File: config.mk
export PLATFORM = sky130hd
export DESIGN_NAME = cordic_nco_sched
export DESIGN_NICKNAME = d
export VERILOG_FILES = /design/src/rtl/cordic_nco_pkg.sv /design/src/rtl/cordic_tag_pipe.sv /design/src/rtl/cordic_nco_sched.sv
export SDC_FILE = /design/constraint.sdc
export NUM_CORES = 1
export LEC_CHECK = 0
export BUFFER_PORTS_ARGS = -buffer_cell sky130_fd_sc_hd__buf_2
export CAP_MARGIN = 20
export CORE_MARGIN = 3
export CORE_UTILIZATION = 63
export DETAILED_ROUTE_END_ITERATION = 16
export PLACE_DENSITY = 0.9
export SLEW_MARGIN = 20
export SYNTH_ARGS = -nofsm -noshare
export SYNTH_HDL_FRONTEND = slang
export SYNTH_SLANG_ARGS = --single-unit
File: constraint.sdc
create_clock -name clk -period 34.6 [get_ports clk]
set_input_delay 6.92 -clock clk [delete_from_list [all_inputs] [get_ports clk]]
set_output_delay 6.92 -clock clk [all_outputs]
set_load 0.05 [all_outputs]
File: src/rtl/cordic_nco_pkg.sv
// Shared types and helpers for the multi-channel CORDIC NCO scheduler.
package cordic_nco_pkg;

  // Scheduler FSM: idle between ticks, one issue slot per cycle while in ISSUE.
  typedef enum logic [0:0] {
    IDLE  = 1'b0,
    ISSUE = 1'b1
  } nco_state_t;

  // Width of a channel index; never narrower than one bit.
  function automatic int unsigned ch_width(input int unsigned nch);
    int unsigned w;
    if (nch > 32'd1) begin
      w = int'($clog2(nch));
    end else begin
      w = 32'd1;
    end
    return w;
  endfunction

  // CORDIC x start value that pre-compensates the core gain (~1.647) while
  // leaving (DWIDTH-1)/2 LSBs of headroom. Integer form of num / 1.647,
  // truncated toward zero.
  function automatic longint unsigned cordic_coef(input int unsigned dwidth);
    longint unsigned num;
    num = (64'd1 << (dwidth - 32'd1)) - 64'((dwidth - 32'd1) / 32'd2);
    return (num * 64'd1000) / 64'd1647;
  endfunction

endpackage

File: src/rtl/cordic_tag_pipe.sv
// Delay line that carries {valid, channel} alongside the CORDIC core so each
// returning cos/sin pair can be labelled with the channel that issued it.
module cordic_tag_pipe #(
  parameter int DEPTH = 17,
  parameter int CHW   = 2
) (
  input  logic           clk,
  input  logic           rst,
  input  logic           i_valid,
  input  logic [CHW-1:0] i_ch,
  output logic           o_valid,
  output logic [CHW-1:0] o_ch
);

  logic           r_valid [DEPTH];
  logic [CHW-1:0] r_ch    [DEPTH];

  // Shift tags one stage per cycle; reset drops everything in flight.
  always_ff @(posedge clk or posedge rst) begin
    if (rst) begin
      for (int i = 0; i < DEPTH; i++) begin
        r_valid[i] <= 1'b0;
        r_ch[i]    <= {CHW{1'b0}};
      end
    end else begin
      r_valid[0] <= i_valid;
      r_ch[0]    <= i_ch;
      for (int i = 1; i < DEPTH; i++) begin
        r_valid[i] <= r_valid[i-1];
        r_ch[i]    <= r_ch[i-1];
      end
    end
  end

  assign o_valid = r_valid[DEPTH-1];
  assign o_ch    = r_ch[DEPTH-1];

endmodule

File: src/rtl/cordic_nco_sched.sv
// Round-robin scheduler that time-shares one pipelined CORDIC rotator among
// NCH phase-accumulator NCO channels. Each tick issues one angle per channel
// (disabled channels still consume their slot) and tags it so the result
// returns labelled with its channel.
module cordic_nco_sched
  import cordic_nco_pkg::*;
#(
  parameter  int NCH        = 4,
  parameter  int DWIDTH     = 16,
  parameter  int PWIDTH     = 32,
  parameter  int CORDIC_LAT = 16,
  localparam int CHW        = int'(ch_width(NCH))
) (
  input  logic                     clk,
  input  logic                     rst,
  input  logic                     tick,
  input  logic                     cfg_we,
  input  logic [CHW-1:0]           cfg_ch,
  input  logic [PWIDTH-1:0]        cfg_step,
  input  logic                     cfg_en,
  input  logic                     cfg_phase_clr,
  output logic [PWIDTH-1:0]        cor_angle,
  output logic [DWIDTH-1:0]        cor_x_start,
  output logic [DWIDTH-1:0]        cor_y_start,
  input  logic signed [DWIDTH-1:0] cor_cos,
  input  logic signed [DWIDTH-1:0] cor_sin,
  output logic                     out_valid,
  output logic [CHW-1:0]           out_ch,
  output logic signed [DWIDTH-1:0] out_cos,
  output logic signed [DWIDTH-1:0] out_sin,
  output logic                     busy,
  output logic                     overrun
);

  localparam logic [DWIDTH-1:0] X_START = DWIDTH'(cordic_coef(DWIDTH));
  localparam logic [CHW-1:0]    K_LAST  = CHW'(NCH - 1);
  localparam int                TAG_DEPTH = CORDIC_LAT + 1;

  // Channel register file
  logic [PWIDTH-1:0] r_phase [NCH];
  logic [PWIDTH-1:0] r_step  [NCH];
  logic              r_en    [NCH];

  // Scheduler state
  nco_state_t        r_state;
  logic [CHW-1:0]    r_k;
  logic [PWIDTH-1:0] r_angle;
  logic              r_busy;
  logic              r_overrun;

  // Result registers
  logic                     r_out_valid;
  logic [CHW-1:0]           r_out_ch;
  logic signed [DWIDTH-1:0] r_out_cos;
  logic signed [DWIDTH-1:0] r_out_sin;

  // Combinational control
  nco_state_t     w_state_nxt;
  logic [CHW-1:0] w_k_nxt;
  logic           w_issue;
  logic [CHW-1:0] w_idx;
  logic           w_tick_drop;
  logic           w_tag_in_valid;
  logic [NCH-1:0] w_cfg_hit;
  logic           w_tag_valid;
  logic [CHW-1:0] w_tag_ch;

  // Next-state logic. A slot fires on the edge that closes its cycle, so the
  // slot for channel 0 fires on the tick edge itself and r_k names the
  // channel whose angle is currently on cor_angle.
  always_comb begin
    w_state_nxt = r_state;
    w_k_nxt     = r_k;
    w_issue     = 1'b0;
    w_idx       = {CHW{1'b0}};
    w_tick_drop = 1'b0;
    case (r_state)
      IDLE: begin
        if (tick) begin
          w_state_nxt = ISSUE;
          w_k_nxt     = {CHW{1'b0}};
          w_issue     = 1'b1;
          w_idx       = {CHW{1'b0}};
        end else begin
          w_state_nxt = IDLE;
        end
      end
      ISSUE: begin
        // Any tick during a round, including its last cycle, is dropped.
        w_tick_drop = tick;
        if (r_k == K_LAST) begin
          w_state_nxt = IDLE;
          w_k_nxt     = {CHW{1'b0}};
        end else begin
          w_state_nxt = ISSUE;
          w_k_nxt     = r_k + CHW'(1'b1);
          w_issue     = 1'b1;
          w_idx       = r_k + CHW'(1'b1);
        end
      end
      default: begin
        w_state_nxt = IDLE;
        w_k_nxt     = {CHW{1'b0}};
      end
    endcase
  end

  // Decode config-write hits and the tag entering the delay line.
  always_comb begin
    w_cfg_hit = {NCH{1'b0}};
    for (int i = 0; i < NCH; i++) begin
      w_cfg_hit[i] = cfg_we && (cfg_ch == CHW'(i));
    end
    if (w_issue) begin
      w_tag_in_valid = r_en[w_idx];
    end else begin
      w_tag_in_valid = 1'b0;
    end
  end

  // Register file: writes land next edge; a same-edge advance reads the old
  // step/enable, and a phase clear wins over that advance.
  always_ff @(posedge clk or posedge rst) begin
    if (rst) begin
      for (int i = 0; i < NCH; i++) begin
        r_phase[i] <= {PWIDTH{1'b0}};
        r_step[i]  <= {PWIDTH{1'b0}};
        r_en[i]    <= 1'b0;
      end
    end else begin
      for (int i = 0; i < NCH; i++) begin
        if (w_cfg_hit[i] && cfg_phase_clr) begin
          r_phase[i] <= {PWIDTH{1'b0}};
        end else if (w_issue && (w_idx == CHW'(i)) && r_en[i]) begin
          r_phase[i] <= r_phase[i] + r_step[i];
        end else begin
          r_phase[i] <= r_phase[i];
        end
        if (w_cfg_hit[i]) begin
          r_step[i] <= cfg_step;
          r_en[i]   <= cfg_en;
        end else begin
          r_step[i] <= r_step[i];
          r_en[i]   <= r_en[i];
        end
      end
    end
  end

  // FSM state, issued angle, busy flag and sticky overrun.
  always_ff @(posedge clk or posedge rst) begin
    if (rst) begin
      r_state   <= IDLE;
      r_k       <= {CHW{1'b0}};
      r_angle   <= {PWIDTH{1'b0}};
      r_busy    <= 1'b0;
      r_overrun <= 1'b0;
    end else begin
      r_state   <= w_state_nxt;
      r_k       <= w_k_nxt;
      r_busy    <= (w_state_nxt == ISSUE);
      r_overrun <= r_overrun | w_tick_drop;
      if (w_issue) begin
        r_angle <= r_phase[w_idx];
      end else begin
        r_angle <= r_angle;
      end
    end
  end

  cordic_tag_pipe #(
    .DEPTH (TAG_DEPTH),
    .CHW   (CHW)
  ) u_tag_pipe (
    .clk     (clk),
    .rst     (rst),
    .i_valid (w_tag_in_valid),
    .i_ch    (w_idx),
    .o_valid (w_tag_valid),
    .o_ch    (w_tag_ch)
  );

  // Capture core results aligned with their tag; hold them between results.
  always_ff @(posedge clk or posedge rst) begin
    if (rst) begin
      r_out_valid <= 1'b0;
      r_out_ch    <= {CHW{1'b0}};
      r_out_cos   <= {DWIDTH{1'b0}};
      r_out_sin   <= {DWIDTH{1'b0}};
    end else begin
      r_out_valid <= w_tag_valid;
      if (w_tag_valid) begin
        r_out_ch  <= w_tag_ch;
        r_out_cos <= cor_cos;
        r_out_sin <= cor_sin;
      end else begin
        r_out_ch  <= r_out_ch;
        r_out_cos <= r_out_cos;
        r_out_sin <= r_out_sin;
      end
    end
  end

  assign cor_angle   = r_angle;
  assign cor_x_start = X_START;
  assign cor_y_start = {DWIDTH{1'b0}};
  assign out_valid   = r_out_valid;
  assign out_ch      = r_out_ch;
  assign out_cos     = r_out_cos;
  assign out_sin     = r_out_sin;
  assign busy        = r_busy;
  assign overrun     = r_overrun;

endmodule

# Word-level counts from Yosys, hierarchy flattened
# Cells that the tools add are included.
# Widths: inputs -> output; s select.
dict set report totals {
  elab_cells 116
  register_bits 382
  out_inout_bits 101
  inputBits 72
}
dict set report op_classes {
  addsub 5
  n_reduce_logical 22
  magnitude_cmp 1
  bitwise_logic 3
  eq_ne 8
  mux 23
}
# op count
set ops {}
lappend ops {{$mux 32} 10}
lappend ops {{$add 32x32->32} 4}
lappend ops {{$bmux 32 s2} 1}
lappend ops {{$logic_and 1x1->1} 16}
lappend ops {{$eq 2x2->1 const B} 5}
lappend ops {{$pmux 2 s2} 2}
lappend ops {{$reduce_bool 2->1} 4}
lappend ops {{$mux 1} 6}
lappend ops {{$eq 2x1->1 const B} 2}
lappend ops {{$logic_not 2->1} 2}
lappend ops {{$mux 2} 2}
lappend ops {{$ge 3x3->1 const B} 1}
lappend ops {{$not 2->3} 1}
lappend ops {{$add 2x1->2 const B} 1}
lappend ops {{$bmux 1 s2} 1}
lappend ops {{$ne 2x2->1 const B} 1}
lappend ops {{$pmux 1 s2} 1}
lappend ops {{$not 1->1} 1}
lappend ops {{$or 1x1->1} 1}

# Depth between registers and ports, before layout
# Gate-level depths: netlist of run 1.
dict set report depth {
  ltp_word 8
  depth_mapped 13
  depth_no_buf 13
}

# Cells and area by module
# Synthesis of run 1 repeated with hierarchy kept, for this count alone.
dict set report hier_totals {
  cells_unflattened 2085
  hier_area_um2 20776.2
}
# module cells_each seq_area_each_um2 instances area_each_um2
set by_module_without_submodules {}
lappend by_module_without_submodules {cordic_nco_sched 2031 8282.9 1 19481.2}
lappend by_module_without_submodules {cordic_tag_pipe 54 1276.2 1 1295.0}

# Worst setup path before layout of run 1
# No wires, ideal clock.
dict set report synth_timing {
  path_type {input to register}
  start {input tick}
  end {register r_phase[97] (netlist bit)}
  required_ns 34.506
  setup_ns 0.094
  setup_slack_ns 26.366
  path_stages 7
  arrival_time_ns 8.140
  path_buffers 1
  path_cell_list {nor2_1 -> a21oi_1 -> nand2_1 -> nor2_1 -> clkbuf_1 -> nor2_1 -> a211oi_1}
}
dict set report synth_between {
  elab_chain_cells 5
}
# item line
set synth_rtl {}
lappend synth_rtl {{start: declaration} cordic_nco_sched.sv:16} ;# input logic tick,
lappend synth_rtl {{$mux 1} cordic_nco_sched.sv:79} ;# if (tick) begin
lappend synth_rtl {{$pmux 1 s2} cordic_nco_sched.sv:77} ;# case (r_state)
lappend synth_rtl {{$logic_and 1x1->1 (2 in a row)} cordic_nco_sched.sv:134} ;# end else if (w_issue && (w_idx == CHW'(i)) && r_en[i]) begin
lappend synth_rtl {{$reduce_bool 2->1 (no line)} -}
lappend synth_rtl {{end signal: indexed assignment} cordic_nco_sched.sv:133} ;# r_phase[i] <= {PWIDTH{1'b0}};
lappend synth_rtl {{end signal: indexed assignment} cordic_nco_sched.sv:135} ;# r_phase[i] <= r_phase[i] + r_step[i];
lappend synth_rtl {{end signal: indexed assignment} cordic_nco_sched.sv:137} ;# r_phase[i] <= r_phase[i];
lappend synth_rtl {{end: declaration} cordic_nco_sched.sv:40} ;# logic [PWIDTH-1:0] r_phase [NCH];
# No other way between the ends.
# A chain may end at the register's enable or synchronous reset.

# Worst setup path in the final report of run 1
dict set report layout_timing {
  start {input cfg_ch[1]}
  end {register r_phase[116] (netlist bit)}
}
dict set report layout_between {
  elab_chain_cells 4
  elab_cells_between_ends 5
}
# item line
set layout_rtl {}
lappend layout_rtl {{start: declaration} cordic_nco_sched.sv:18} ;# input logic [CHW-1:0] cfg_ch,
lappend layout_rtl {{$logic_not 2->1 *} cordic_nco_sched.sv:112} ;# w_cfg_hit[i] = cfg_we && (cfg_ch == CHW'(i));
lappend layout_rtl {{$logic_and 1x1->1 *} cordic_nco_sched.sv:112}
lappend layout_rtl {{$logic_and 1x1->1 *} cordic_nco_sched.sv:132} ;# if (w_cfg_hit[i] && cfg_phase_clr) begin
lappend layout_rtl {{$mux 32 or $reduce_bool 2->1 (tied branches)} -}
# Every way passes the cells marked *; elsewhere a longest branch is shown, timed or not.

==> results.json, run 1 <==
{
  "mostFrequentLayoutCell": "dfrtp_1",
  "worst_path_max_delay_cell": "and2_1",
  "critPathLaunchType": "input port",
  "yosysWarnings": 0,
  "p_per_area_nw_per_um2": 107,
  "overflow": 0,
  "p_int_mw": 1.36,
  "skew_ns": 0.0251,
  "p_leak_nw": 10.7,
  "min_path_type": "reg2reg",
  "synthFlopType": "dfrtp_1",
  "dieWidth_um": 188,
  "worst_path_largest_cell_delay_ns": 0.97,
  "core_um2": 32000,
  "grt_max_degree": 196,
  "grt_pass1_vias": 16800,
  "avgSynthCellArea_um2": 10.1,
  "sw_frac_of_total": 0.455,
  "max-cap-violations": 0,
  "ir_drop_mv": 0.0819,
  "async_flop_share": 1.00,
  "n_antenna_cell": 0,
  "setup_viol": 0,
  "synth.area.top_cells": "dfrtp_1 46%, mux2_2 8.9%, ha_1 7.5%",
  "synthDominantCellAreaShare": 0.460,
  "rsz0062_at_grt": "no",
  "cts_htree_levels": 2,
  "holdCritStartpoint": "u_tag_pipe.r_ch[18]",
  "pwr-share-seq": 0.296,
  "finalCritPeriodShare": 0.250,
  "ys_types": 78,
  "pin_count": 173,
  "synth_xor_area_frac": 0.0379,
  "drt_iter0_drc": 1584,
  "min_period_ns": 8.66,
  "finalNetCount": 2374,
  "p_comb_frac": 0.520,
  "cts_made_buffers": 40,
  "status": "finished clean",
  "ys_ff_latch": 382,
  "hpwl_um": 38500,
  "layout_common_cells": "382 x dfrtp_1, 262 x nand2_1, 245 x a21oi_1",
  "worstSkewPairLatency_ns": 0.53,
  "synth_compound_area_frac": 0.173,
  "io_buffers": 140,
  "postRouteAntennaNets": 0,
  "drc": 0,
  "start_util": 0.648,
  "num_rows": 65,
  "synth_cells": 2058,
  "dieArea_um2": 35200,
  "die_h_um": 188,
  "crit_chain": "buf_2 -> nor3b_2 -> buf_4 -> and2_1 -> nor4b_1 -> mux2i_1 -> nand3_1",
  "crit_fanout": 36,
  "path_clk_slew_ns": 0.06,
  "cts_tree": "built",
  "tns_ns": 0,
  "viasPerCell": 6.43,
  "synthToLayoutAreaGrowth_pct": 11.9,
  "wirelength_um": 55700,
  "cp_data_required_time_ns": 35.01,
  "postCtsSetupBuffers": 0,
  "p_sw_mw": 1.13,
  "p_clk_frac": 0.184,
  "tightest_slew_ns": 1.15,
  "synth_top_area_cell": "dfrtp_1",
  "cts-resized-gates": 0,
  "cts_root_buf": "clkbuf_16",
  "fmax_ghz": 0.115,
  "grtUsageTotal": 0.308,
  "gp_congestion": 0.915,
  "drive_above_1_share": 0.197,
  "synth_edf_count": 0,
  "cp-startpoint": "cfg_ch[1]",
  "syn-cell-area_um2": 20800,
  "antenna_found_initial": 0,
  "avgRoutedWirePerCell_um": 21.1,
  "maxSlewViolCount": 0,
  "fin_area_um2": 23200,
  "synth.area.mux_share": 0.0914,
  "cts_hold_buf": 0,
  "dr.pass1.iters": 6,
  "cp-end-kind": "flip-flop",
  "placed_area_um2": 21800,
  "critical_path_class": "in2reg",
  "finalHoldViolations": 0,
  "cts_sinks": 382,
  "clk_path_buf_depth": 3,
  "r2r-start": "r_k[0]",
  "synth_top_family_by_area": "compound AO/OA/AOI/OAI gates",
  "vias": 17000,
  "grt_pass1_wl_um": 88000,
  "yosysSeqAreaShare": 0.460,
  "slew_headroom": 0.236,
  "synthAdderAreaFrac": 0.0791,
  "synth-simple-area-share": 0.124,
  "worstPathArrival_ns": 9.07
}
[routing by layer]
| metal | share of wire | vias to the layer above | global-route usage |
|---|---|---|---|
| met4 | 0.067 | 0 | 0.173 |
| met5 | 0 | - | 0 |
| met3 | 0.067 | 219 | 0.0376 |
| met1 | 0.40 | 8341 | 0.396 |
| li1 | - | 7558 | - |
| met2 | 0.47 | 835 | 0.510 |
[state kept, by name, indices dropped and copies added, names as in the netlist]
name	flops
r_en	4
u_tag_pipe.o_valid	1
u_tag_pipe.r_ch	32
r_step	128
r_k	2
cor_angle	32
out_sin	16
u_tag_pipe.o_ch	2
out_valid	1
out_cos	16
u_tag_pipe.r_valid	16
overrun	1
out_ch	2
r_phase	128
busy	1
[cell type report]
class / instances / area, um^2
Clock buffer: 54 / 1190
Clock inverter: 17 / 234
Fill cell: 2214 / 8800
Inverter: 42 / 165
Multi-Input combinational cell: 1550 / 10700
Sequential cell: 382 / 9560
Tap cell: 435 / 544
Timing Repair Buffer: 157 / 872
[logic make-up (layout without fill, tap and decap cells)]
kind of cell / Yosys count / count (layout)
AOI/OAI and AO/OA: 562 / 562
xor gates and xnor gates: 90 / 90
adders and majority gates: 129 / 129
buffers and inverters: 156 / 270
DFF: 382 / 382
muxes: 169 / 169
other: 2 / 32
and+or+nand+nor: 568 / 568
[per-stage QoR]
| stage | total power, mW | std cells | worst slack, ns | hold WS [ns] | util |
|---|---|---|---|---|---|
| 2_1_floorplan | 1.67 | 2088 | 17.07 | 0.331 | - |
| 3_3_place_gp | 1.93 | 2564 | 25.03 | 0.332 | 0.679 |
| 3_5_place_dp | 1.99 | 2564 | 24.96 | 0.335 | 0.679 |
| 4_1_cts | 2.46 | 2635 | 25.52 | 0.344 | 0.724 |
| 5_1_grt | 2.63 | 2637 | 25.66 | 0.352 | 0.725 |
| 6_report | 2.49 | 2637 | 25.94 | 0.332 | 0.725 |
[worst max-delay path, delay by kind of cell]
kind,cells,cell delay [ns]
muxes,1,0.18
buffers and inverters,2,0.59
and+or+nand+nor,4,1.35
[final timing paths]
kind	to	depth (start not counted)	slack (ns)
worst max-delay path	r_phase[116]	7	25.94
worst min-delay path	u_tag_pipe.r_ch[16]	0	0.33
worst max register to register	r_phase[31]	7	30.53
worst min register to register	u_tag_pipe.r_ch[16]	0	0.33
max in group asynchronous	r_step[58]	4	26.08
min in group asynchronous	u_tag_pipe.r_ch[24]	2	6.50
[power by group through the flow]
stage | sequential [mW] | clock [mW] | combinational (mW)
finish | 0.736 | 0.458 | 1.29
global route | 0.750 | 0.481 | 1.40
CTS | 0.732 | 0.461 | 1.27
detailed placement | 0.736 | 0 | 1.25
global placement | 0.725 | 0 | 1.20
floorplan | 0.833 | 0 | 0.839
[Yosys cell counts (5+ instances only)]
cell type	count
xor2_1	32
inv_1	40
buf_4	32
nor2_1	119
o211ai_1	11
nand2b_1	15
a31oi_1	14
a221oi_1	33
and3_1	15
or3_1	9
o31ai_1	6
clkbuf_1	77
xnor2_1	58
ha_1	125
nand3_1	38
nor3_1	38
a211oi_1	30
a21o_1	48
nand3b_1	6
o21ai_0	79
o21a_1	23
dfrtp_1	382
nand2_1	262
nand4_1	14
and2_1	5
and4_1	5
a21oi_1	246
o21bai_1	14
o21ai_1	6
mux2_2	165
nor2b_1	20
Power figures use the tool's default switching activity.
==> run 2, diff against run 1 <==
--- a/config.mk
+++ b/config.mk
@@ -5,12 +5,13 @@
 export SDC_FILE = /design/constraint.sdc
 export NUM_CORES = 1
 export LEC_CHECK = 0
+export ABC_AREA = 1
 export BUFFER_PORTS_ARGS = -buffer_cell sky130_fd_sc_hd__buf_2
 export CAP_MARGIN = 20
 export CORE_MARGIN = 3
-export CORE_UTILIZATION = 63
+export CORE_UTILIZATION = 56
 export DETAILED_ROUTE_END_ITERATION = 16
-export PLACE_DENSITY = 0.9
+export PLACE_DENSITY = 0.85
 export SLEW_MARGIN = 20
 export SYNTH_ARGS = -nofsm -noshare
 export SYNTH_HDL_FRONTEND = slang
==> constraint.sdc (replaced) <==
create_clock -name clk -period 6.9 [get_ports clk]
set_input_delay 1.38 -clock clk [delete_from_list [all_inputs] [get_ports clk]]
set_output_delay 1.38 -clock clk [all_outputs]
set_load 0.05 [all_outputs]
==> run 2 against run 1 <==
- global-route usage fell by 0.10 points
- sequential share of layout area fell by 4.6 points
- utilization fell by 9.4 points
- hold slack improved by 0.016 ns
- critical path type unchanged
- synthesized cell count rose by 68%
- largest power group unchanged
- critical endpoint is now r_phase[49]
- first-iteration DRC count rose by 37%
- combinational power rose to 4.4 times the previous value
- via count rose by 30%
==> results.json, run 2 <==
{
  "finalNetCount": 3777,
  "critical_path.most_common_cell": "inv_1",
  "antenna_found_initial": 2,
  "grt_pass1_vias": 20000,
  "postCtsSetupBuffers": 0,
  "ys_types": 36,
  "tns_ns": 0,
  "mostFrequentLayoutCell": "nand2_1",
  "r2r_slack_ns": 3.24,
  "r2r_end": "r_phase[114]",
  "dieWidth_um": 212,
  "cts_root_buf": "clkbuf_16",
  "io_buffers": 140,
  "crit_chain": "buf_2 -> inv_1 -> nor3_1 -> clkinv_1 -> buf_4 -> nor2_2 -> inv_1 -> nand2_1 -> inv_1 -> nand2_1 -> o21ai_0",
  "worst_path_max_delay_cell": "nand2_1",
  "ys_ff_latch": 382,
  "grtUsageTotal": 0.307,
  "num_rows": 74,
  "cts_htree_levels": 2,
  "async_flop_share": 1.00,
  "cts_made_buffers": 40,
  "dieArea_um2": 45000,
  "synth_cells": 3457,
  "worstSkewPairLatency_ns": 0.56,
  "path_clk_slew_ns": 0.06,
  "ir_drop_mv": 0.331,
  "vias": 22100,
  "yosysSeqAreaShare": 0.402,
  "min_path_type": "reg2reg",
  "grt_max_degree": 170,
  "hold-worst-slack_ns": 0.348,
  "holdCritStartpoint": "u_tag_pipe.r_ch[24]",
  "wirelength_um": 70300,
  "p_leak_nw": 15.1,
  "synthToLayoutAreaGrowth_pct": 9.80,
  "hpwl_um": 53700,
  "gp_congestion": 0.996,
  "postRouteAntennaNets": 0,
  "avgSynthCellArea_um2": 6.88,
  "wl_met3_um": 5370,
  "p_per_area_nw_per_um2": 433,
  "synth_common_cells": "1,304 x nand2_1, 562 x inv_1, 382 x dfrtp_1",
  "status": "finished clean",
  "crit_fanout": 65,
  "layout_common_cells": "1,304 x nand2_1, 559 x inv_1, 382 x dfrtp_1",
  "cp_data_required_time_ns": 7.32,
  "synthFlopType": "dfrtp_1",
  "drive_above_1_share": 0.0758,
  "r2r-start": "r_k[0]",
  "reg_top3": "r_phase (128), r_step (128)",
  "setup_viol": 0,
  "core_um2": 41400,
  "synth.area.top_cells": "dfrtp_1 40%, nand2_1 21%, inv_1 8.9%",
  "wl_met1_um": 31500,
  "finalHoldViolations": 0,
  "clk_path_buf_depth": 3,
  "yosysWarnings": 0,
  "cp-end-kind": "flip-flop",
  "fin_area_um2": 26100,
  "cts_sinks": 382,
  "worstHoldEndpoint": "u_tag_pipe.r_ch[22]",
  "worstPathArrival_ns": 4.11,
  "maxSlewViolCount": 0,
  "fmax_ghz": 0.271,
  "max-cap-violations": 0,
  "drc": 0,
  "routed-wl-met2_um": 30800,
  "top_layer_used": "met5",
  "grt_pass1_wl_um": 109000,
  "slew_headroom": 0.326,
  "overflow": 0,
  "crit_family": "simple AND/OR/NAND/NOR gates",
  "dr.pass1.iters": 6,
  "drt_iter0_drc": 2176,
  "cts_tree": "built",
  "skew_ns": 0.0220,
  "min_period_ns": 3.69,
  "viasPerCell": 5.34,
  "cp_num_buf_inv": 6,
  "synth_top_area_cell": "dfrtp_1",
  "start_util": 0.575,
  "pin_count": 173,
  "synthDominantCellAreaShare": 0.402,
  "avgRoutedWirePerCell_um": 17.0,
  "critPathLaunchType": "input port",
  "die_h_um": 212,
  "n_antenna_cell": 0,
  "tightest_slew_ns": 1.01,
  "cts-resized-gates": 0,
  "placed_area_um2": 24900,
  "rsz0062_at_grt": "no",
  "cts_hold_buf": 0,
  "worst_path_largest_cell_delay_ns": 0.56,
  "finalCritPeriodShare": 0.535,
  "syn-cell-area_um2": 23800,
  "synth.most_common_cell": "nand2_1",
  "synth_edf_count": 0,
  "rr_worst_depth": 9,
  "critical_path_class": "in2reg",
  "hold_depth": 0
}
## run 2: power breakdown
part,switching (mW),total [mW],leakage (nW),internal (mW)
logic,3.98,5.64,9.62,1.66
clock network,0.924,2.08,0.603,1.16
registers,0.574,3.58,4.83,3.01
## run 2: worst max path at each step
stage / cells after the start / start / to / slack [ns]
2_1_floorplan: 1 / rst / busy / 0.39
3_3_place_gp: 11 / cfg_ch[1] / r_phase[49] / 2.93
3_5_place_dp: 11 / cfg_ch[1] / r_phase[49] / 2.85
4_1_cts: 11 / cfg_ch[1] / r_phase[49] / 3.29
5_1_grt: 11 / cfg_ch[1] / r_phase[49] / 2.96
6_report: 11 / cfg_ch[1] / r_phase[49] / 3.21
## run 2: through the flow
| stage | std cells | power (mW) | utilization | worst slack, ns |
|---|---|---|---|---|
| 4_1_cts | 4134 | 11.2 | 0.631 | 3.29 |
| 3_3_place_gp | 4065 | 8.99 | 0.601 | 2.93 |
| 3_5_place_dp | 4065 | 9.11 | 0.601 | 2.85 |
| 6_report | 4135 | 11.3 | 0.631 | 3.21 |
| 5_1_grt | 4135 | 12.1 | 0.631 | 2.96 |
| 2_1_floorplan | 3487 | 7.58 | - | 0.386 |
## run 2: logic make-up (layout without fill, tap and decap cells)
logic type,Yosys count,in the layout,share of synthesized area
compound gates,461,461,0.103
xor+xnor,16,16,0.00589
fa+ha+maj,129,129,0.0691
buf+inv,678,794,0.113
flops,382,382,0.402
mux,34,34,0.0161
other cells,2,32,0.000316
simple gates,1755,1755,0.290
## run 2: area by class of cell
cell class	count	area (um^2)
Fill cell	3665	15300
Multi-Input combinational cell	2427	11700
Sequential cell	382	9560
Inverter	572	2150
Clock buffer	55	1140
Timing Repair Buffer	153	831
Tap cell	532	666
Clock inverter	14	106
## run 2: worst register-to-register path: stages, from the launching register on
cell and delay, ns:
dfrtp_1 0.40, ha_1 0.34, nand2_2 0.51, nand2_1 0.52
inv_2 0.48, nand3_1 0.17, nand2_1 0.36, inv_1 0.50
nand2_1 0.17, o21ai_0 0.09
## run 2: per-layer routing
| layer | GRT usage | up-vias |
|---|---|---|
| met5 | 0 | - |
| met4 | 0.108 | 4 |
| met3 | 0.0493 | 152 |
| met2 | 0.478 | 899 |
| met1 | 0.439 | 10100 |
| li1 | - | 10900 |
